`config.mk`:
```
export PLATFORM = sky130hd
export DESIGN_NAME = sprite_compositor
export DESIGN_NICKNAME = d
export VERILOG_FILES = /design/src/rtl/sprite_compositor.sv
export SDC_FILE = /design/constraint.sdc
export NUM_CORES = 1
export LEC_CHECK = 0
export ABC_AREA = 1
export CORE_ASPECT_RATIO = 0.5
export CORE_MARGIN = 3
export CORE_UTILIZATION = 34
export DETAILED_ROUTE_END_ITERATION = 10
export SYNTH_ARGS = -nofsm -noshare
export SYNTH_HDL_FRONTEND = slang
export SYNTH_SLANG_ARGS = --single-unit
```
`constraint.sdc`:
```
create_clock -name pixel_clk -period 4.1 [get_ports pixel_clk]
set_clock_uncertainty 0.2 [all_clocks]
set_input_delay 0.82 -clock pixel_clk [delete_from_list [all_inputs] [get_ports pixel_clk]]
set_output_delay 0.82 -clock pixel_clk [all_outputs]
set_load 0.05 [all_outputs]
```
`src/rtl/sprite_compositor.sv`:
```
// Purpose: composites a keyed sprite over a background pixel stream and
//          generates the pop (sprite frame select) animation toggle.
// Latency: SPRITE_LATENCY+1 pixel_clk cycles for colour, timing and counts;
//          pop is registered one cycle after the qualifying new_frame.
// Backpressure: none; a free-running video stream, one pixel per cycle.
//
// Ports:
//   pixel_clk, rst             sole clock, synchronous active-high reset
//   h/v_count_in, *sync_in,    timing aligned with the sprite stage address
//   active_in, bg_*
//   spr_*                      sprite RGB, SPRITE_LATENCY cycles after counts
//   new_frame, pop_en          frame pulse and animation enable
//   pop                        sprite frame select back to the sprite stage
//   red/green/blue, *_out      composited pixel with matching delayed timing
module sprite_compositor #(
    parameter int          SPRITE_LATENCY = 4,
    parameter logic [23:0] KEY_COLOR      = 24'h000000,
    parameter int          POP_FRAMES     = 30
) (
    input  logic        pixel_clk,
    input  logic        rst,
    input  logic [10:0] h_count_in,
    input  logic [9:0]  v_count_in,
    input  logic        hsync_in,
    input  logic        vsync_in,
    input  logic        active_in,
    input  logic        new_frame,
    input  logic        pop_en,
    input  logic [7:0]  bg_red,
    input  logic [7:0]  bg_green,
    input  logic [7:0]  bg_blue,
    input  logic [7:0]  spr_red,
    input  logic [7:0]  spr_green,
    input  logic [7:0]  spr_blue,
    output logic        pop,
    output logic [7:0]  red,
    output logic [7:0]  green,
    output logic [7:0]  blue,
    output logic        hsync_out,
    output logic        vsync_out,
    output logic        active_out,
    output logic [10:0] h_count_out,
    output logic [9:0]  v_count_out
);

    // One delay-line word: {hsync, vsync, active, h_count, v_count, bg rgb}
    localparam int STAGE_W = 3 + 11 + 10 + 24;
    localparam logic [7:0] LAST_FRAME = 8'(POP_FRAMES - 1);

    logic [STAGE_W-1:0] r_pipe [SPRITE_LATENCY];
    logic [STAGE_W-1:0] w_stage_in;
    logic [STAGE_W-1:0] w_tail;

    logic        w_d_hs;
    logic        w_d_vs;
    logic        w_d_act;
    logic [10:0] w_d_h;
    logic [9:0]  w_d_v;
    logic [23:0] w_d_bg;
    logic [23:0] w_spr;
    logic [23:0] w_rgb;

    logic [23:0] r_rgb;
    logic        r_hs;
    logic        r_vs;
    logic        r_act;
    logic [10:0] r_h;
    logic [9:0]  r_v;
    logic [7:0]  r_frame_cnt;
    logic        r_pop;

    assign w_stage_in = {hsync_in, vsync_in, active_in, h_count_in, v_count_in,
                         bg_red, bg_green, bg_blue};

    // The last stage lines up with the sprite RGB that the two BRAM reads
    // return for the same h/v count.
    assign w_tail = r_pipe[SPRITE_LATENCY-1];
    assign {w_d_hs, w_d_vs, w_d_act, w_d_h, w_d_v, w_d_bg} = w_tail;
    assign w_spr = {spr_red, spr_green, spr_blue};

    always_ff @(posedge pixel_clk) begin
        if (rst) begin
            for (int i = 0; i < SPRITE_LATENCY; i++) begin
                r_pipe[i] <= '0;
            end
        end else begin
            r_pipe[0] <= w_stage_in;
            for (int i = 1; i < SPRITE_LATENCY; i++) begin
                r_pipe[i] <= r_pipe[i-1];
            end
        end
    end

    // Blanking wins over everything; the key colour shows the background.
    always_comb begin
        w_rgb = 24'h000000;
        if (!w_d_act) begin
            w_rgb = 24'h000000;
        end else if (w_spr == KEY_COLOR) begin
            w_rgb = w_d_bg;
        end else begin
            w_rgb = w_spr;
        end
    end

    // Colour and timing share one register so they leave with no skew.
    always_ff @(posedge pixel_clk) begin
        if (rst) begin
            r_rgb <= '0;
            r_hs  <= 1'b0;
            r_vs  <= 1'b0;
            r_act <= 1'b0;
            r_h   <= '0;
            r_v   <= '0;
        end else begin
            r_rgb <= w_rgb;
            r_hs  <= w_d_hs;
            r_vs  <= w_d_vs;
            r_act <= w_d_act;
            r_h   <= w_d_h;
            r_v   <= w_d_v;
        end
    end

    // Pop animation: pop_en low holds everything cleared, even against a
    // coincident new_frame, so pop can only move on a frame boundary.
    always_ff @(posedge pixel_clk) begin
        if (rst) begin
            r_frame_cnt <= '0;
            r_pop       <= 1'b0;
        end else if (!pop_en) begin
            r_frame_cnt <= '0;
            r_pop       <= 1'b0;
        end else if (new_frame) begin
            if (r_frame_cnt == LAST_FRAME) begin
                r_frame_cnt <= '0;
                r_pop       <= ~r_pop;
            end else begin
                r_frame_cnt <= r_frame_cnt + 8'd1;
            end
        end
    end

    assign pop         = r_pop;
    assign red         = r_rgb[23:16];
    assign green       = r_rgb[15:8];
    assign blue        = r_rgb[7:0];
    assign hsync_out   = r_hs;
    assign vsync_out   = r_vs;
    assign active_out  = r_act;
    assign h_count_out = r_h;
    assign v_count_out = r_v;

endmodule

```
==> summary.txt <==
Run
  – Max-cap viol count: 0

Setup path
  – WP buf/inv: 1
  – Crit end category: output pin
  – WP data required: 3.08 ns
  – Reg2reg start: r_frame_cnt[0]
  – CP peak stage delay: 0.81 ns
  – CP max FO: 2
  – Crit Reg-Reg Endpoint: r_frame_cnt[6]
  – Crit path DAT: 1.66 ns
  – Setup CP Type: flip-flop to output pin
  – Slowest stage cell, crit path: clkdlybuf4s50_1
  – R2r worst-path depth: 6
  – R2r setup slk: 2.59 ns
  – Worst path top cell family by delay: buffers and inverters
  – CP Cell Sequence: clkdlybuf4s50_1
  – CP Launch Type: flip-flop
  – Critical path origin: pop

Clocking
  – TritonCTS buffer count: 23
  – Clock transition at path regs: 0.06 ns
  – Cts hold-fix bufs: 0
  – Post-CTS Setup Bufs: 0
  – TritonCTS clock tree: yes
  – Worst skew pair latency: 0.50 ns
  – Number of gates resized after cts: 0
  – Clock Path Buffers: 3
  – H-tree levels: 1
  – Root Driver: clkbuf_16
  – Sinks on Clock Net: 249

Synth
  – FFs w/ async S/R, synth: 0
  – Post-Synth XOR/XNOR Area: 0.00347
  – Mapped Cells: 854
  – Post-synthesis net count: 932
  – Distinct cell type count after synthesis: 22
  – Mapped cell area: 7570 sq um
  – Synth Area in Compound Gates: 0.0286
  – Count leader, synth: dfxtp_1
  – Top-area cell type share of the netlist area: 0.659
  – Adder-cell share of the synthesized area: 0.00331
  – Largest family of logic cells by synthesized area: simple AND/OR/NAND/NOR gates
  – Yosys warning total: 0
  – Synthesized area per cell: 8.86 sq um
  – Synth Register Bits: 249
  – Synth area leader: dfxtp_1
  – Post-synthesis simple-gate area fraction: 0.157
  – Sequential area share after synthesis: 0.659
  – Proportion of synthesized area in mux cells: 0
  – Synth area leaders: dfxtp_1 (66%), inv_1 (12%), nor2_1 (12%), a21oi_2 (2.2%), nand4_1 (2.1%)
  – Commonest cells in the netlist: dfxtp_1 (249), inv_1 (248), nor2_1 (233)
  – Number of flops mapped to enable cells by yosys: 0
  – Top FF cell, synth: dfxtp_1

Floorplan
  – I/O pin count: 125
  – FP Rows: 37
  – Starting Density: 0.357
  – Die Span Y: 111 um
  – Die X: 217 um
  – Core Box Area: 21200 sq um
  – Die ar.: 24200 sq um

Route
  – Drt total wl: 12.7 mm
  – Via density per instance: 3.80
  – Antenna viol nets, final: 0
  – # DRC: 0
  – First-pass DRT Iterations: 4
  – Detailed-route via count: 4867
  – Initial DRC count: 215
  – Mean routed wirelength per cell: 9.88 um

Hold path
  – Worst hold path type: flip-flop to flip-flop
  – Worst Hold End: r_pipe[0][91]
  – Hold Path Depth: 2
  – Worst Hold Launch: r_pipe[0][43]

Placed design
  – Dpl cells: 1241
  – GPL Wtd Cong: 0.740
  – IO Port Bufs: 124
  – DPL Wire Length: 8.55 mm

Global routing
  – Largest net degree at the start of global routing: 129
  – Vias in the first global route: 4560
  – Initial antenna violation count: 0
  – GRT Total Usage: 0.102
  – First-pass GRT wire length: 21.2 mm
  – Grt total ovfl: 0

STA
  – TNS Setup: 0 ns
  – Setup violators final: 0
  – Unrepaired setup endpoints after global routing: no
  – Final Cycle Share: 0.654
  – Hold slack: 0.194 ns
  – Slew margin rel.: 0.366
  – Fmax: 373 MHz
  – Slew Limit Fails: 0
  – Min Clock Period, post-route: 2.68 ns
  – Slew @ Worst Pin: 0.951 ns
  – Hold Vio Cnt, Final: 0

Pwr
  – Max VDD drop: 0.000250 V
  – Power per cell area: 494 nW/um^2
  – Pleak: 4.18 nW

Layout
  – Final Net Count: 1052
  – Syn-to-layout area delta: 29.5%
  – ANT cells: 0
  – Non-Filler Instances: 1281
  – Share of post-route cells with drive strength above 1: 0.0698

Run status
  – Status: complete, no violations
area by class of cell:
class	count	area, sq um
clock buffer	29	648
inverter	250	938
fill	2073	11400
multi-input combinational	323	1450
timing repair buffer	127	1280
sequential	249	4980
clock inverter	11	130
tap	292	365
metrics by stage:
| stage | power [mW] | cell area [sq um] | setup slack, ns | util |
|---|---|---|---|---|
| 2_1_floorplan | 2.67 | 7570 | 2.29 | - |
| 5_1_grt | 5.04 | 9800 | 1.35 | 0.462 |
| 6_report | 4.84 | 9800 | 1.42 | 0.462 |
| 3_3_place_gp | 2.77 | 9020 | 1.33 | 0.425 |
| 3_5_place_dp | 2.77 | 9020 | 1.27 | 0.425 |
| 4_1_cts | 4.93 | 9800 | 1.37 | 0.462 |
cells in the final DEF, fill, tap and decap left out:
| master | instances |
|---|---|
| nor2_1 | 233 |
| clkdlybuf4s50_1 | 123 |
| xor2_1 | 2 |
| clkinv_8 | 1 |
| clkinv_2 | 4 |
| ha_1 | 2 |
| buf_4 | 2 |
| nor2_2 | 2 |
| inv_2 | 2 |
| nor2_4 | 1 |
| clkbuf_16 | 23 |
| bufinv_16 | 2 |
| clkinv_4 | 2 |
| buf_6 | 1 |
| nor3_4 | 1 |
| inv_1 | 248 |
| o21ai_0 | 1 |
| clkbuf_8 | 5 |
| clkinvlp_4 | 1 |
| xnor2_1 | 1 |
| buf_12 | 1 |
| a21oi_2 | 19 |
| nand4_1 | 25 |
| nand3_1 | 3 |
| inv_6 | 1 |
| and3_1 | 1 |
| nor3_1 | 4 |
| dfxtp_1 | 249 |
| nand2_1 | 18 |
| a21oi_1 | 9 |
| clkbuf_1 | 1 |
| nand2_2 | 1 |
worst max-delay path by stage:
stage,to,depth (start not counted)
detailed placement,r_rgb[3],6
floorplan,r_rgb[11],6
global placement,r_rgb[0],6
finish,pop,1
CTS,pop,1
global route,pop,1
registers in the layout (all words and copies together), names as in the netlist:
register     count
active_out       1
h_count_out     11
hsync_out        1
pop              1
r_frame_cnt      8
r_pipe         192
r_rgb           24
v_count_out     10
vsync_out        1
report_power, final:
part           internal, mW  leakage (nW)  switching (mW)  total [mW]
Combinational         0.102          1.77           0.107       0.209
Clock                  1.25         0.384           0.877        2.13
Sequential             2.49          2.03          0.0178        2.51
cell families (layout without fill, tap and decap cells):
| logic type | Yosys count | count (layout) |
|---|---|---|
| xor gates and xnor gates | 3 | 3 |
| buffers and inverters | 282 | 417 |
| and+or+nand+nor | 289 | 289 |
| adders and majority gates | 2 | 2 |
| DFF | 249 | 249 |
| AOI/OAI and AO/OA | 29 | 29 |
routing by layer:
metal | track usage | vias up | wire length, um | part of all wire
met3 | 0.0243 | 22 | 561 | 0.044
met5 | 0 | - | 0 | 0
met4 | 0.0330 | 0 | 323 | 0.026
met2 | 0.168 | 79 | 5610 | 0.44
met1 | 0.133 | 2133 | 6170 | 0.49
li1 | - | 2633 | - | -
worst reg2reg max path, cell delays in order, from the launching register on:
cell	delay, ns
dfxtp_1	0.39
ha_1	0.20
nand2_1	0.06
nor2_1	0.23
nand3_1	0.13
xor2_1	0.16
nor2_1	0.05
Power figures use the tool's default switching activity.
